### src/rtl/rf_pkg.sv
// Shared constants and types for the 16x16 register file.
// Imported by the top module and by the read-port sub-module.
package rf_pkg;

    localparam int unsigned DATA_W = 16;
    localparam int unsigned ADDR_W = 4;
    localparam int unsigned DEPTH  = 2 ** ADDR_W;

    typedef enum logic {IDLE, SWEEP} rf_state_t;

    typedef logic [DATA_W-1:0] rf_word_t;

endpackage

### src/rtl/rf_read_port.sv
// Registered read port with write-first bypass. The top module supplies the selected
// array word together with same-edge write-hit and sweep-hit flags.
module rf_read_port
    import rf_pkg::*;
(
    input  logic     clk,
    input  logic     reset,
    input  logic     rd,
    input  rf_word_t arr_word,
    input  logic     wr_hit,
    input  rf_word_t wr_word,
    input  logic     sweep_hit,
    output rf_word_t data
);

    // A write and a sweep clear never share an edge, so their priority is arbitrary.
    always_ff @(posedge clk) begin
        if (reset) begin
            data <= '0;
        end else if (rd) begin
            if (wr_hit) begin
                data <= wr_word;
            end else if (sweep_hit) begin
                data <= '0;
            end else begin
                data <= arr_word;
            end
        end
    end

endmodule

### src/rtl/register_file_16x16.sv
// Sixteen-entry register file with one write port, two bypassed read ports,
// and a controller-initiated clear sweep that zeroes one entry per cycle.
module register_file_16x16
    import rf_pkg::*;
(
    input  logic              Clk,
    input  logic              Reset,
    input  logic              W_wr,
    input  logic [ADDR_W-1:0] W_addr,
    input  logic [DATA_W-1:0] W_data,
    input  logic              Ra_rd,
    input  logic [ADDR_W-1:0] Ra_addr,
    output logic [DATA_W-1:0] Ra_data,
    input  logic              Rb_rd,
    input  logic [ADDR_W-1:0] Rb_addr,
    output logic [DATA_W-1:0] Rb_data,
    input  logic              Clear,
    output logic              Busy,
    output logic              WrDrop
);

    rf_word_t          mem [DEPTH];
    rf_state_t         state;
    rf_state_t         state_d;
    logic [ADDR_W-1:0] idx;
    logic              sweeping;
    logic              wr_en;

    assign sweeping = (state == SWEEP);
    assign wr_en    = W_wr && !sweeping;
    assign Busy     = sweeping;

    always_comb begin
        state_d = state;
        if (state == IDLE) begin
            if (Clear) begin
                state_d = SWEEP;
            end
        end else if (idx == '1) begin
            state_d = IDLE;
        end
    end

    always_ff @(posedge Clk) begin
        if (Reset) begin
            state  <= IDLE;
            idx    <= '0;
            WrDrop <= 1'b0;
        end else begin
            state  <= state_d;
            WrDrop <= W_wr && sweeping;
            if (sweeping) begin
                idx <= idx + 1'b1;
            end else begin
                idx <= '0;
            end
        end
    end

    always_ff @(posedge Clk) begin
        if (Reset) begin
            for (int unsigned i = 0; i < DEPTH; i++) begin
                mem[i] <= '0;
            end
        end else if (sweeping) begin
            mem[idx] <= '0;
        end else if (W_wr) begin
            mem[W_addr] <= W_data;
        end
    end

    rf_read_port u_port_a (
        .clk       (Clk),
        .reset     (Reset),
        .rd        (Ra_rd),
        .arr_word  (mem[Ra_addr]),
        .wr_hit    (wr_en && (W_addr == Ra_addr)),
        .wr_word   (W_data),
        .sweep_hit (sweeping && (idx == Ra_addr)),
        .data      (Ra_data)
    );

    rf_read_port u_port_b (
        .clk       (Clk),
        .reset     (Reset),
        .rd        (Rb_rd),
        .arr_word  (mem[Rb_addr]),
        .wr_hit    (wr_en && (W_addr == Rb_addr)),
        .wr_word   (W_data),
        .sweep_hit (sweeping && (idx == Rb_addr)),
        .data      (Rb_data)
    );

endmodule

### config.mk
export PLATFORM = sky130hd
export DESIGN_NAME = register_file_16x16
export DESIGN_NICKNAME = d
export VERILOG_FILES = /design/src/rtl/rf_pkg.sv /design/src/rtl/rf_read_port.sv /design/src/rtl/register_file_16x16.sv
export SDC_FILE = /design/constraint.sdc
export NUM_CORES = 1
export LEC_CHECK = 0
export BUFFER_PORTS_ARGS = -buffer_cell sky130_fd_sc_hd__clkbuf_2
export CELL_PAD_IN_SITES_DETAIL_PLACEMENT = 0
export CELL_PAD_IN_SITES_GLOBAL_PLACEMENT = 2
export CORE_UTILIZATION = 44
export DETAILED_ROUTE_END_ITERATION = 7
export GPL_TIMING_DRIVEN = 0
export PLACE_DENSITY_LB_ADDON = 0.25
export SLEW_MARGIN = 20
export SYNTH_ARGS = -nofsm -noshare
export SYNTH_HDL_FRONTEND = slang
export SYNTH_SLANG_ARGS = --single-unit
export TNS_END_PERCENT = 10
### constraint.sdc
create_clock -name Clk -period 3.5 [get_ports Clk]
set_clock_uncertainty 0.2 [all_clocks]
set_input_delay 0.175 -clock Clk [delete_from_list [all_inputs] [get_ports Clk]]
set_output_delay 0.175 -clock Clk [all_outputs]
set_load 0.1 [all_outputs]
==> results.toml <==
[die]
die_w_um = 186
die_area_sq_mm = 0.0346
coreArea_sq_mm = 0.0329
initial_core_util_pct = 45.3
io_pins = 68
die_y_um = 186
rows = 66

[cells_and_area]
nets = 1295
drive_above_1_share_pct = 22.9
fin_cells = 1728
synthToLayoutAreaGrowth_pct = 15.9
fillCellCount = 2839
antenna_cells = 0

[cts]
cts-root-buf = "clkbuf_16"
cts_buffers = 34
clock-sinks = 294
path_clk_slew_ns = 0.06
cts_buffer_depth = 3
h-tree-depth = 2
cts_tree = "built"
postCtsSetupRepairBufs = 0
clk_latency_ns = 0.51

[logic_synthesis]
syn-num-nets = 1167
synth_edf_count = 256
synth_area_leaders = "edfxtp_1 52%, mux4_2 19%, nor2_1 7.5%"
yosysMostFrequentCell = "nor2_1"
ys_top_cells_by_count = "296 x nor2_1, 256 x edfxtp_1, 128 x mux4_2"
postSynthCellCount = 1132
syn_area_sq_mm = 0.0149
yosys_warnings = 0
yosys.area.top_type = "edfxtp_1"
synth_area_per_cell_sq_um = 13.1
synth_flop_cell = "edfxtp_1"
yosysSeqAreaShare_pct = 56.8
synth_cell_types = 47
ys_ff_latch = 294
synthArstFlopShare_pct = 0
synth_top_cell_area_share_pct = 51.7

[sta]
drv_slew = 0
setup_viol_count_final = 0
finalHoldViolations = 0
min_period_ns = 3.29
whs_ns = 0.122
final.setup.tns_ns = 0
slew_headroom_pct = 32.4
rsz0062_at_grt = "false"
fmax_ghz = 0.304
max_slew.worst_pin.slew_ns = 1.01
fin_crit_sh_pct = 94.1

[setup_path]
crit_family = "buffers and inverters"
criticalPathCategory = "reg -> reg"
path_buf_inv = 3
slowest_stage = "a2111oi_4"
critPathCaptureType = "register"
critPathMaxStageDelay_ns = 0.69
worstPathRequired_ns = 3.68
worstPathMaxFanout = 10
worstPathCellList = "clkbuf_1, xnor2_1, o2111ai_1, a2111oi_4, clkbuf_2, a21o_1, a311oi_1, dlygate4sd3_1"
critPathLaunchType = "register"
rr_startpoint = "idx[1]"
startpoint = "idx[1]"
crit_arrival_ns = 3.48

[route]
vias_per_cell = 5.77
ant_nets = 0
dr_total_vias = 9968
dr.first_iter.drc_count = 853
wirelength_mm = 40.2
dr.pass1.iters = 5
wire_per_inst_um = 23.3
drt_drc_violations_left = 0

[min_path]
hp-start = "Rb_rd"
hp-class = "in -> reg"

[status]
run_status = "finished clean"

[grt]
grt_max_degree = 17
grt_pass1_vias = 10170
grt_overflow_total = 0
track_usage_pct = 24.2
antenna_found_initial = 1
grt_first_pass_wirelength_mm = 60.7

[placement]
hpwl_mm = 31.8
place.gp.congestion = 0.804
io_buffers = 65
dp_cells = 1643

[power_and_ir_drop]
p_seq_share_pct = 46.2
p_leak_uw = 0.00580
switching_share_pct = 25.7
combPwrFrac_pct = 12.8
powerDensity_mw_per_mm2 = 508
irDropWorstVdd_v = 0.000300
internal_power_uw = 6510
pwr-share-clk_pct = 41.0
switchingPower_uw = 2250

[job]
max_cap_viol_count = 0
[cells by family after synthesis]
group / share of synthesized area, %
adders and majority gates: 0.0841
buffers and inverters: 3.21
and+or+nand+nor: 11.9
xor gates and xnor gates: 0.706
muxes: 19.6
AOI/OAI and AO/OA: 7.72
DFF: 56.8
[worst min-delay path: stages]
cell and delay (ns):
clkbuf_2 0.12, clkbuf_1 0.26, nor2_1 0.16, a311oi_1 0.05
[placed cells by master (no fill, tap or decap), types with 5 or more instances in the layout]
cell type and count:
or3_1 17, nor2_1 296, buf_6 6, nand2_1 53
dfxtp_1 38, buf_2 18, edfxtp_1 256, dlygate4sd3_1 23
clkbuf_16 36, nand2_2 9, o21ai_0 14, clkinv_1 5
a21o_1 16, nand2b_1 6, xnor2_1 11, buf_1 8
clkbuf_2 67, clkbuf_1 84, o21ai_1 9, a22oi_1 65
nand3_1 19, a311oi_1 32, mux4_2 128
[sequential cells by signal (all words and copies together), names as in the netlist]
signal         count
u_port_a.data     16
u_port_b.data     16
mem              256
idx                4
Busy               1
WrDrop             1
[metrics by stage]
step	util [%]	cell area (sq um)	worst slack, ns	total power, uW
2_1_floorplan	-	14900	-0.285	4880
3_3_place_gp	47.9	15800	-0.943	5180
3_5_place_dp	48.1	15800	-0.272	5210
4_1_cts	52.4	17200	0.0355	8810
5_1_grt	52.5	17200	0.0103	9040
6_report	52.5	17200	0.206	8760
[area by class of cell]
cell class / count / area (sq um) / area share (%)
well taps: 442 / 553 / 3.21
multi-input cells: 724 / 6020 / 34.9
clock inverters: 17 / 193 / 1.12
clock buffers: 45 / 955 / 5.54
plain buffers: 110 / 464 / 2.69
inverters: 4 / 15.0 / 0.0871
flip-flops and latches: 294 / 8450 / 49.0
repair buffers: 92 / 601 / 3.48
[power groups by stage]
stage          Sequential (uW)  Clock (uW)  Combinational, uW
6_report                  4040        3590               1120
5_1_grt                   4060        3780               1200
4_1_cts                   4040        3650               1120
3_5_place_dp              4110           0               1090
3_3_place_gp              4100           0               1080
2_1_floorplan             4300           0                583
[final timing paths]
kind	cells past startpoint	slack, ns	endpoint
worst max-delay path	8	0.21	u_port_b.data[0]
worst min-delay path	4	0.12	u_port_b.data[13]
worst max register to register	8	0.21	u_port_b.data[0]
worst min register to register	2	0.28	u_port_b.data[5]
[metal layers]
layer / up-vias / wire, um / global-route usage, % / share of wire, %
li1: 4607 / - / - / -
met1: 4921 / 16200 / 31.3 / 40
met2: 367 / 19600 / 40.3 / 49
met3: 73 / 3290 / 5.71 / 8.2
met4: 0 / 1120 / 7.48 / 2.8
met5: - / 0 / 0 / 0
[what timing repair did]
action,in CTS,in global routing
cloned,0,0
hold endpoints to repair,24,0
resized for setup,12,6
endpoints found under the setup margin,192,193
hold buffers,23,0
(Power assumes the default switching activity.)
